<file path="config.mk">
export PLATFORM = sky130hd
export DESIGN_NAME = pdatapath
export DESIGN_NICKNAME = d
export VERILOG_FILES = /design/src/rtl/pdefs.sv /design/src/rtl/ptx_ser.sv /design/src/rtl/pdatapath.sv
export SDC_FILE = /design/constraint.sdc
export NUM_CORES = 1
export LEC_CHECK = 0
export ABC_AREA = 1
export CAP_MARGIN = 20
export CORE_UTILIZATION = 50
export DETAILED_ROUTE_END_ITERATION = 6
export PLACE_DENSITY = 0.67
export SLEW_MARGIN = 10
export SYNTH_ARGS = -nofsm -noshare
export SYNTH_HDL_FRONTEND = slang
export SYNTH_HIERARCHICAL = 1
export SYNTH_SLANG_ARGS = --single-unit
export TNS_END_PERCENT = 10
</file>
<file path="constraint.sdc">
create_clock -name clk -period 11.4 [get_ports clk]
set_input_delay 2.85 -clock clk [delete_from_list [all_inputs] [get_ports clk]]
set_output_delay 2.85 -clock clk [all_outputs]
set_load 0.03 [all_outputs]
</file>
<file path="src/rtl/pdefs.sv">
// Shared definitions for the packet controller and its execution datapath:
// opcode encodings, default widths and the tx serialiser state encoding.
package pdefs;

  localparam logic [2:0] OUT_DATA1 = 3'd0;
  localparam logic [2:0] OUT_DATA2 = 3'd1;
  localparam logic [2:0] OUT_RES   = 3'd2;
  localparam logic [2:0] LOAD      = 3'd3;
  localparam logic [2:0] LOAD_RES  = 3'd4;
  localparam logic [2:0] MUL       = 3'd5;
  localparam logic [2:0] MUL_ADD   = 3'd6;
  localparam logic [2:0] NO_OP     = 3'd7;

  localparam int DEF_DATA_W = 8;
  localparam int DEF_RES_W  = 16;

  typedef enum logic [1:0] {
    TX_IDLE  = 2'd0,
    TX_START = 2'd1,
    TX_DATA  = 2'd2,
    TX_STOP  = 2'd3
  } tx_state_e;

endpackage

</file>
<file path="src/rtl/ptx_ser.sv">
// Framed serialiser: START (tx=0), DATA (width bits, LSB first), STOP (tx=1).
// load restarts a frame from a fresh snapshot; abort drops to IDLE with no stop bit.
module ptx_ser
  import pdefs::*;
#(
  parameter int MAX_W = DEF_RES_W,
  parameter int CW    = $clog2(MAX_W + 1)
) (
  input  logic             clk,
  input  logic             rst,
  input  logic             load,
  input  logic             abort,
  input  logic [CW-1:0]    width,
  input  logic [MAX_W-1:0] data,
  output logic             tx,
  output logic             active
);

  tx_state_e        state_q, state_d;
  logic [MAX_W-1:0] shreg_q, shreg_d;
  logic [CW-1:0]    cnt_q, cnt_d;

  // NOTE: sequential state uses non-blocking assignments so every flop samples pre-edge values.
  always_ff @(posedge clk or posedge rst) begin
    if (rst) begin
      state_q <= TX_IDLE;
      shreg_q <= '0;
      cnt_q   <= '0;
    end else begin
      state_q <= state_d;
      shreg_q <= shreg_d;
      cnt_q   <= cnt_d;
    end
  end

  // NOTE: every signal written here gets a default first, so no path can infer a latch.
  always_comb begin
    state_d = state_q;
    shreg_d = shreg_q;
    cnt_d   = cnt_q;
    if (load) begin
      state_d = TX_START;
      shreg_d = data;
      cnt_d   = width;
    end else if (abort) begin
      state_d = TX_IDLE;
    end else begin
      case (state_q)
        TX_START: state_d = TX_DATA;
        TX_DATA: begin
          shreg_d = shreg_q >> 1;
          cnt_d   = cnt_q - CW'(1);
          if (cnt_q <= CW'(1)) state_d = TX_STOP;
        end
        TX_STOP: state_d = TX_IDLE;
        default: state_d = TX_IDLE;
      endcase
    end
  end

  always_comb begin
    tx     = 1'b1;
    active = (state_q != TX_IDLE);
    case (state_q)
      TX_START: tx = 1'b0;
      TX_DATA:  tx = shreg_q[0];
      default:  tx = 1'b1;
    endcase
  end

endmodule

</file>
<file path="src/rtl/pdatapath.sv">
// Execution stage behind the serial packet controller: serial operand loads, signed
// MUL / MUL_ADD into the accumulator, framed tx readback. PDATAPATH_SAT_EN saturates MUL_ADD.
module pdatapath
  import pdefs::*;
#(
  parameter int DATA_W = DEF_DATA_W,
  parameter int RES_W  = DEF_RES_W
) (
  input  logic             clk,
  input  logic             rst,
  input  logic [2:0]       opcode,
  input  logic             rx,
  output logic             tx,
  output logic             busy,
  output logic [RES_W-1:0] res
);

  localparam int CW = $clog2(RES_W + 1);

  logic [2:0]        opcode_q;
  logic [DATA_W-1:0] data1_q, data1_d, data2_q, data2_d;
  logic [RES_W-1:0]  res_q, res_d;
  logic [CW-1:0]     lcnt_q, lcnt_d;

  logic                     entry;
  logic [2*DATA_W-1:0]      chain;
  logic signed [RES_W-1:0]  op1_ext, op2_ext, prod_ext, sum, mac;

  assign entry = (opcode != opcode_q);
  assign chain = {data2_q, data1_q};

  // Product of two DATA_W operands always fits in RES_W, so the low RES_W bits are exact.
  assign op1_ext  = RES_W'($signed(data1_q));
  assign op2_ext  = RES_W'($signed(data2_q));
  assign prod_ext = op1_ext * op2_ext;
  assign sum      = $signed(res_q) + prod_ext;

`ifdef PDATAPATH_SAT_EN
  logic ovf, unf;
  assign ovf = ~res_q[RES_W-1] & ~prod_ext[RES_W-1] &  sum[RES_W-1];
  assign unf =  res_q[RES_W-1] &  prod_ext[RES_W-1] & ~sum[RES_W-1];
  assign mac = ovf ? {1'b0, {(RES_W-1){1'b1}}} :
               unf ? {1'b1, {(RES_W-1){1'b0}}} : sum;
`else
  assign mac = sum;
`endif

  always_ff @(posedge clk or posedge rst) begin
    if (rst) begin
      opcode_q <= NO_OP;
      data1_q  <= '0;
      data2_q  <= '0;
      res_q    <= '0;
      lcnt_q   <= '0;
    end else begin
      opcode_q <= opcode;
      data1_q  <= data1_d;
      data2_q  <= data2_d;
      res_q    <= res_d;
      lcnt_q   <= lcnt_d;
    end
  end

  // Entry arms the load counter; shifting starts on the following cycle.
  always_comb begin
    data1_d = data1_q;
    data2_d = data2_q;
    res_d   = res_q;
    lcnt_d  = lcnt_q;
    case (opcode)
      LOAD: begin
        if (entry) begin
          lcnt_d = CW'(2 * DATA_W);
        end else if (lcnt_q != '0) begin
          {data2_d, data1_d} = {rx, chain[2*DATA_W-1:1]};
          lcnt_d             = lcnt_q - CW'(1);
        end
      end
      LOAD_RES: begin
        if (entry) begin
          lcnt_d = CW'(RES_W);
        end else if (lcnt_q != '0) begin
          res_d  = {rx, res_q[RES_W-1:1]};
          lcnt_d = lcnt_q - CW'(1);
        end
      end
      MUL:     if (entry) res_d = prod_ext;
      MUL_ADD: if (entry) res_d = mac;
      default: ;
    endcase
  end

  logic             tx_load, tx_abort, tx_active;
  logic [CW-1:0]    tx_width;
  logic [RES_W-1:0] tx_src;

  assign tx_load  = entry & (opcode inside {OUT_DATA1, OUT_DATA2, OUT_RES});
  assign tx_abort = entry & ~tx_load;

  always_comb begin
    tx_src   = res_q;
    tx_width = CW'(RES_W);
    case (opcode)
      OUT_DATA1: begin
        tx_src   = RES_W'(data1_q);
        tx_width = CW'(DATA_W);
      end
      OUT_DATA2: begin
        tx_src   = RES_W'(data2_q);
        tx_width = CW'(DATA_W);
      end
      default: ;
    endcase
  end

  ptx_ser #(
    .MAX_W (RES_W),
    .CW    (CW)
  ) u_ptx_ser (
    .clk    (clk),
    .rst    (rst),
    .load   (tx_load),
    .abort  (tx_abort),
    .width  (tx_width),
    .data   (tx_src),
    .tx     (tx),
    .active (tx_active)
  );

  assign busy = tx_active | (lcnt_q != '0);
  assign res  = res_q;

endmodule

</file>
; Word level (Yosys, flattened, before mapping)
; Cells that the tools add are included.
[word_totals]
reg_bits = 63
out_inout_bits = 18
[op_classes]
add_sub_neg = 3
n_mul = 1
order_cmp = 1
eq_ne = 15
mux = 20
n_bitwise = 5
reduce_logical = 13
[op_table]
columns = op, count
row1 = 2-to-1 mux 16 bit, 7
row2 = one-hot mux 16 bit (3 select lines), 1
row3 = one-hot mux 16 bit (2 select lines), 1
row4 = 2-to-1 mux 5 bit, 6
row5 = adder 16 bit, 1
row6 = multiplier 8 x 8 -> 16 bit, 1
row7 = inequality test 2 bit (second input constant), 5
row8 = subtractor 5 x 1 -> 5 bit (second input constant), 2
row9 = equality test 3 bit (second input constant), 3
row10 = equality test 3 x 2 -> 1 bit (second input constant), 2
row11 = 2-to-1 mux 2 bit, 3
row12 = nonzero test 2 bit, 3
row13 = nonzero test 3 bit, 2
row14 = <= comparator 5 x 1 -> 1 bit (second input constant), 1
row15 = AND reduction 5 bit, 1
row16 = nonzero test 5 bit, 1
row17 = inequality test 4 x 3 -> 1 bit (second input constant), 1
row18 = one-hot mux 2 bit (2 select lines), 1
row19 = AND reduction 2 bit, 2
row20 = OR reduction 2 bit, 2
row21 = equality test 3 x 1 -> 1 bit (second input constant), 1
row22 = zero test 3 bit, 1
row23 = inequality test 3 bit, 1
row24 = AND reduction 3 bit, 1
row25 = 6 further kinds, 8

; Logic depth before layout (Yosys ltp)
; Gate-level depths: netlist of run 1.
[logic_depth]
depth_word = 7
mapped_depth = 30

; Cells and area by module
; Netlist of run 1, hierarchy kept.
[by_module_without_submodules]
columns = module, n_inst, cells_each, area_each_um2, seq_area_each_um2
row1 = pdatapath, 1, 824, 5761.8, 1004.7
row2 = ptx_ser, 1, 153, 1191.1, 575.6

; Least setup slack after synthesis of run 1
; OpenSTA, ideal clock, no wires.
[synth_timing]
kind = register -> register
from = register data1_q[1]
to = register res_q[13], in the netlist res[13]
setup_ps = 117
arrival_time_ps = 5124
path_slack_ps = 6159
stages_incl_launch_ff = 29
n_path_buf = 1
cell_sequence = dfrtp_1 clkbuf_1 nand2_1 fa_1 fa_1 inv_1 fa_1 inv_1 fa_1 inv_1 ha_1 a21oi_1 o21ai_0 a21o_1 or2_2 nand2_1 inv_1 ha_1 nand2_1 inv_1 nand2_1 nor3_1 nand2_1 nand2_1 nand2_1 nand3_1 nand3_1 o21ai_1 inv_2
[synth_via]
elab_chain_cells = 4
elab_cells_between_ends = 5
[synth_rtl]
columns = element, line
row1 = from (decl), pdatapath.sv:21  ; logic [DATA_W-1:0] data1_q, data1_d, data2_q, data2_d;
row2 = from (signal assigned), pdatapath.sv:57  ; data1_q <= data1_d;
row3 = multiplier 8 x 8 -> 16 bit (*), pdatapath.sv:35  ; assign prod_ext = op1_ext * op2_ext;
row4 = adder 16 bit, pdatapath.sv:36  ; assign sum = $signed(res_q) + prod_ext;
row5 = 2-to-1 mux 16 bit, pdatapath.sv:88  ; MUL_ADD: if (entry) res_d = mac;
row6 = one-hot mux 16 bit (3 select lines) (*), pdatapath.sv:70  ; case (opcode)
row7 = to (signal assigned), pdatapath.sv:59  ; res_q <= res_d;
row8 = to (decl), pdatapath.sv:22  ; logic [RES_W-1:0] res_q, res_d;
; Mark *: on every way between the ends. The rest lies on a longest branch, timed or not. The select of a mux whose other input is x is not followed.
; A chain may end at the register's enable or synchronous reset.

; Worst setup path after layout of run 1
[layout_timing]
from = register data1_q[1]
to = register res_q[15], in the netlist res[15]
; Same word-level chain as after synthesis.

==> results of run 1 <==
per-stage QoR:
stage               cells   util
finish               1168  0.569
global route         1168  0.569
CTS                  1166  0.567
detailed placement   1150  0.543
global placement     1150  0.543
floorplan             979      -
worst max path at each step:
stage,start,end,cells past startpoint
6_report,data1_q[1]$_DFFE_PP0P_,res[15]$_DFFE_PP0P_,25
5_1_grt,data2_q[2]$_DFFE_PP0P_,res[15]$_DFFE_PP0P_,26
4_1_cts,data1_q[1]$_DFFE_PP0P_,res[15]$_DFFE_PP0P_,26
3_5_place_dp,opcode[2],u_ptx_ser/shreg_q[0]$_DFFE_PP0P_,8
3_3_place_gp,opcode[2],u_ptx_ser/shreg_q[7]$_DFFE_PP0P_,8
2_1_floorplan,data1_q[1]$_DFFE_PP0P_,res[13]$_DFFE_PP0P_,28
critical path, delay by kind of cell (launching register included):
kind            cells  cell delay [ns]
simple gates        9             1.09
compound gates      5             0.72
buf+inv             5             0.30
flops               1             0.64
fa+ha+maj           6             2.86
where the power goes:
group | internal (mW) | total (mW) | switching, mW
registers | 0.286 | 0.375 | 0.0890
clock network | 0.197 | 0.304 | 0.107
logic | 0.398 | 1.08 | 0.683
cell usage after synthesis (3+ instances only):
cell type | count | area, um2
a21o_1 | 4 | 30.0
a21oi_1 | 38 | 190
a31oi_1 | 4 | 25.0
buf_2 | 3 | 15.0
buf_4 | 4 | 30.0
clkbuf_1 | 20 | 75.1
dfrtp_1 | 60 | 1500
dfstp_2 | 3 | 78.8
fa_1 | 56 | 1120
ha_1 | 51 | 638
inv_1 | 225 | 845
inv_2 | 6 | 22.5
mux2_1 | 6 | 67.6
mux2_2 | 3 | 33.8
nand2_1 | 261 | 980
nand2_2 | 3 | 18.8
nand3_1 | 59 | 295
nand3_2 | 3 | 30.0
nand4_1 | 6 | 37.5
nor2_1 | 68 | 255
nor3_1 | 4 | 20.0
o211ai_1 | 13 | 97.6
o21ai_0 | 26 | 130
o21ai_1 | 6 | 30.0
o221ai_1 | 3 | 26.3
or2_2 | 5 | 31.3
xnor2_1 | 4 | 35.0
xor2_1 | 7 | 61.3
flip-flops by register name, indices dropped and copies added (netlist names):
register	count
opcode_q	3
u_ptx_ser/shreg_q	16
data2_q	8
u_ptx_ser/state_q	2
u_ptx_ser/cnt_q	5
data1_q	8
res	16
lcnt_q	5
area by class of cell:
cell class	count	area, um2	share of cell area
Clock inverter	5	81.3	0.0107
Multi-Input combinational cell	655	4370	0.574
Timing Repair Buffer	25	249	0.0327
Tap cell	176	220	0.0289
Clock buffer	11	243	0.0318
Inverter	233	877	0.115
Sequential cell	63	1580	0.207
metal layers:
| metal | global-route usage | part of all wire | vias to the layer above |
|---|---|---|---|
| li1 | - | - | 2996 |
| met1 | 0.363 | 0.47 | 2803 |
| met2 | 0.402 | 0.46 | 173 |
| met3 | 0.0299 | 0.056 | 25 |
| met4 | 0.0602 | 0.015 | 0 |
| met5 | 0 | 0 | - |
kinds of logic (layout without fill, tap and decap cells):
kind of cell,Yosys count,count (layout),share of synthesized area
adders and majority gates,107,107,0.253
muxes,9,9,0.0146
AOI/OAI and AO/OA,112,112,0.0993
other,1,3,0.000539
xor gates and xnor gates,11,11,0.0139
and+or+nand+nor,413,413,0.246
buffers and inverters,261,274,0.145
DFF,63,63,0.227
==> key figures, run 1 <==
Layout
  – Fill cells: 1268
  – Antenna Cells: 0
  – Final Cell Area: 0.00762 mm2
  – Share of cells above drive strength 1: 0.0504
  – Most common cell after layout, fill and taps aside: nand2_1
  – Post-layout nets: 1100
  – Area Overhead vs Synth: 9.63%
  – Leading cell types in the layout, fill and taps excluded: nand2_1 (261), inv_1 (224), nor2_1 (68)

Routing
  – Routed wire length: 16.5 mm
  – Via density: 5.13
  – First drt pass iteration count: 5
  – Wire per inst: 14.1 um
  – Drt first-iter violations: 391
  – Routed vias: 5997
  – DRC Markers: 0
  – Final ANT Viol Nets: 0

Clock network
  – Clock latency on the worst-skew pair: 0.33 ns
  – Num CTS Buffers: 9
  – Clock tree root driver cell: clkbuf_16
  – CTS tree: yes
  – Clock buffer depth: 2
  – Clk slew on worst S/H paths: 0.06 ns
  – Setup bufs post-CTS: 0
  – Max H-tree Level: 3
  – Clock Sinks: 63
  – Post_cts resized: 0
  – Hold-fix buffers, CTS: 0

Critical path
  – Critical path class: flip-flop to flip-flop
  – Worst endpoint required time: 11.62 ns
  – Type of origin of the critical path: flip-flop
  – CP endpoint kind: flip-flop
  – CP arrival: 5.95 ns
  – R2R depth: 25
  – Worst R2R End: res[15]$_DFFE_PP0P_
  – Crit-path slowest cell: dfrtp_1
  – Worst Path Max Fanout: 11
  – Most Frequent Cell on Critical Path: inv_1
  – RR Startpoint: data1_q[1]$_DFFE_PP0P_
  – FF-to-FF setup slack: 5.67 ns
  – Crit path largest cell delay: 0.64 ns

Timing
  – Clock skew: 0.00501 ns
  – Slew @ Worst Pin: 0.944 ns
  – Setup WS post-layout: 5.67 ns
  – Final count of hold timing violations: 0
  – RSZ-0062 raised after global routing: false
  – Tmin final: 5.73 ns
  – # setup viols final: 0
  – Setup TNS: 0 ns
  – Hold Slack: 0.480 ns
  – Period utilization: 0.502
  – Fmax: 0.175 GHz
  – Final Max Tran Viols: 0
  – Worst relative slew slack: 0.371

Die
  – Die Y: 120 um
  – I/O Pins: 24
  – Die area: 0.0144 mm2
  – Die Wd: 120 um
  – Row count: 42
  – Initial Util: 0.519
  – Core ar.: 0.0134 mm2

Synthesis
  – Ys flop type: dfrtp_1
  – Sequential element share of the synthesized area: 0.227
  – Synth Cell Area: 0.00695 mm2
  – Seq cells post-synth: 63
  – Syn Inst Count: 977
  – EDFF count, synth: 0
  – Yosys cell types: 50
  – Yosys warns: 6
  – Async set-reset flop share out of synthesis: 1.00
  – Syn_area_per_cell: 7.12 um2

Place
  – HPWL Detailed: 12.6 mm
  – Placement Setup Slack: 5.55 ns
  – IO Port Bufs: 23
  – Gpl congestion: 0.894
  – Area after DPL: 0.00728 mm2

Power
  – Overall power: 1.76 mW
  – Max VDD drop: 0.219 mV
  – LEAKAGE: 4.34 nW
  – P per Cell Area: 231 mW/mm2

Global routing
  – Pin count of the biggest net entering global routing: 41
  – Antenna violations before repair: 0
  – First-pass GRT wire length: 28.6 mm
  – Total track usage: 0.252
  – Vias in the first global route: 5854
  – Grt ovf: 0

Hold path
  – Start point of the worst hold path: u_ptx_ser/shreg_q[14]$_DFFE_PP0P_
  – WHS Path Cells: 2
  – Hold worst-path end: u_ptx_ser/shreg_q[13]$_DFFE_PP0P_
  – Min-delay worst type: flip-flop to flip-flop

Run
  – Max Cap Violations: 0

Status
  – Status: finished clean
Power figures use the tool's default switching activity.
==> run 2, diff against run 1 <==
- clock period: 11.4 -> 6 ns (I/O delays scaled with it)
==> key figures, run 2 (same netlist as run 1, synthesis figures left out) <==
Global routing
  – First-pass GRT wire length: 27.7 mm
  – Total track usage: 0.247
  – Antenna violations before repair: 0
  – Pin count of the biggest net entering global routing: 41
  – Vias in the first global route: 5764
  – Grt ovf: 0

Clock network
  – Clock tree root driver cell: clkbuf_16
  – Clock Sinks: 63
  – Num CTS Buffers: 9
  – Clock buffer depth: 2
  – Clock latency on the worst-skew pair: 0.34 ns
  – Setup bufs post-CTS: 0
  – CTS tree: yes
  – Clk slew on worst S/H paths: 0.06 ns
  – Max H-tree Level: 3
  – Hold-fix buffers, CTS: 0

Routing
  – Drt first-iter violations: 352
  – DRC Markers: 0
  – Final ANT Viol Nets: 0
  – First drt pass iteration count: 5
  – Routed wire length: 16.2 mm
  – Routed vias: 5858
  – Wire per inst: 13.8 um
  – Via density: 5.01

Run
  – Max Cap Violations: 0

Critical path
  – CP endpoint kind: flip-flop
  – Most Frequent Cell on Critical Path: inv_1
  – Worst endpoint required time: 6.26 ns
  – CP bufs+invs: 6
  – Crit-path leading delay family: adder cells
  – Type of origin of the critical path: flip-flop
  – Crit-path slowest cell: dfrtp_1
  – Critical path class: flip-flop to flip-flop
  – CP arrival: 5.87 ns
  – Crit path largest cell delay: 0.57 ns
  – Worst Path Max Fanout: 11

Die
  – Die Y: 120 um
  – I/O Pins: 24
  – Row count: 42
  – Die Wd: 120 um
  – Core ar.: 0.0134 mm2
  – Initial Util: 0.519
  – Die area: 0.0144 mm2

Layout
  – Most common cell after layout, fill and taps aside: nand2_1
  – Antenna Cells: 0
  – Leading cell types in the layout, fill and taps excluded: nand2_1 (261), inv_1 (224), nor2_1 (68)
  – Share of cells above drive strength 1: 0.0624
  – Fill cells: 1287
  – Area Overhead vs Synth: 9.20%
  – Post-layout nets: 1101

Power
  – LEAKAGE: 4.31 nW
  – Max VDD drop: 0.384 mV
  – P per Cell Area: 428 mW/mm2

Timing
  – Slew @ Worst Pin: 0.925 ns
  – Clock skew: 0.00734 ns
  – Final Max Tran Viols: 0
  – Period utilization: 0.935
  – Final count of hold timing violations: 0
  – Fmax: 0.178 GHz
  – Hold Slack: 0.470 ns
  – Setup TNS: 0 ns
  – Worst relative slew slack: 0.383
  – RSZ-0062 raised after global routing: false
  – Tmin final: 5.61 ns
  – # setup viols final: 0

Place
  – HPWL Detailed: 12.7 mm
  – IO Port Bufs: 23
  – Gpl congestion: 0.883

Status
  – Status: finished clean

Hold path
  – Min-delay worst type: flip-flop to flip-flop
[run 2: tightest hold or removal path, stage by stage (launching register included)]
cell and delay, ns:
dfrtp_1 0.34, nand2_1 0.05, nand3_1 0.05
[run 2: per-layer routing]
metal  wire, um  vias up  track usage
met4        285        0       0.0656
met3        700       19       0.0404
met2       7240      108        0.395
met5          0        -            0
met1       7930     2738        0.345
li1           -     2993            -
[run 2: repair_timing]
action | CTS | global route
hold endpoints to repair | 0 | 0
endpoints found under the setup margin | 0 | 3
gates resized for setup | 0 | 10
[run 2: layout make-up]
| class | instances | area, um2 | area share |
|---|---|---|---|
| Timing Repair Buffer | 26 | 253 | 0.0333 |
| Sequential cell | 63 | 1590 | 0.210 |
| Multi-Input combinational cell | 655 | 4380 | 0.576 |
| Tap cell | 176 | 220 | 0.0290 |
| Inverter | 233 | 877 | 0.116 |
| Clock inverter | 7 | 50.0 | 0.00659 |
| Clock buffer | 9 | 225 | 0.0297 |
[run 2: path summary, 6_finish.rpt]
kind                       cells after the start  slack [ns]                             start                               end
min in group asynchronous                      2        1.68                               rst    u_ptx_ser/cnt_q[0]$_DFFE_PP0P_
max in group asynchronous                      2        3.65                               rst            data2_q[6]$_DFFE_PP0P_
hold reg to reg                                2        0.47  u_ptx_ser/shreg_q[4]$_DFFE_PP0P_  u_ptx_ser/shreg_q[3]$_DFFE_PP0P_
setup / recovery                              26        0.39            data2_q[4]$_DFFE_PP0P_               res[15]$_DFFE_PP0P_
hold / removal                                 2        0.47  u_ptx_ser/shreg_q[4]$_DFFE_PP0P_  u_ptx_ser/shreg_q[3]$_DFFE_PP0P_
setup reg to reg                              26        0.39            data2_q[4]$_DFFE_PP0P_               res[15]$_DFFE_PP0P_
[run 2: power by group]
part | internal (mW) | switching [mW]
sequential | 0.546 | 0.161
combinational | 0.757 | 1.29
clock | 0.279 | 0.210
total | 1.58 | 1.67
[run 2: through the flow]
stage	total power [mW]	setup WS (ns)	utilization	area [um2]	std cells
2_1_floorplan	2.23	0.759	-	6960	979
3_3_place_gp	2.72	0.433	0.545	7300	1153
3_5_place_dp	2.74	0.331	0.545	7300	1153
4_1_cts	3.25	0.311	0.565	7580	1169
5_1_grt	3.59	0.00406	0.567	7590	1169
6_report	3.25	0.391	0.567	7590	1169
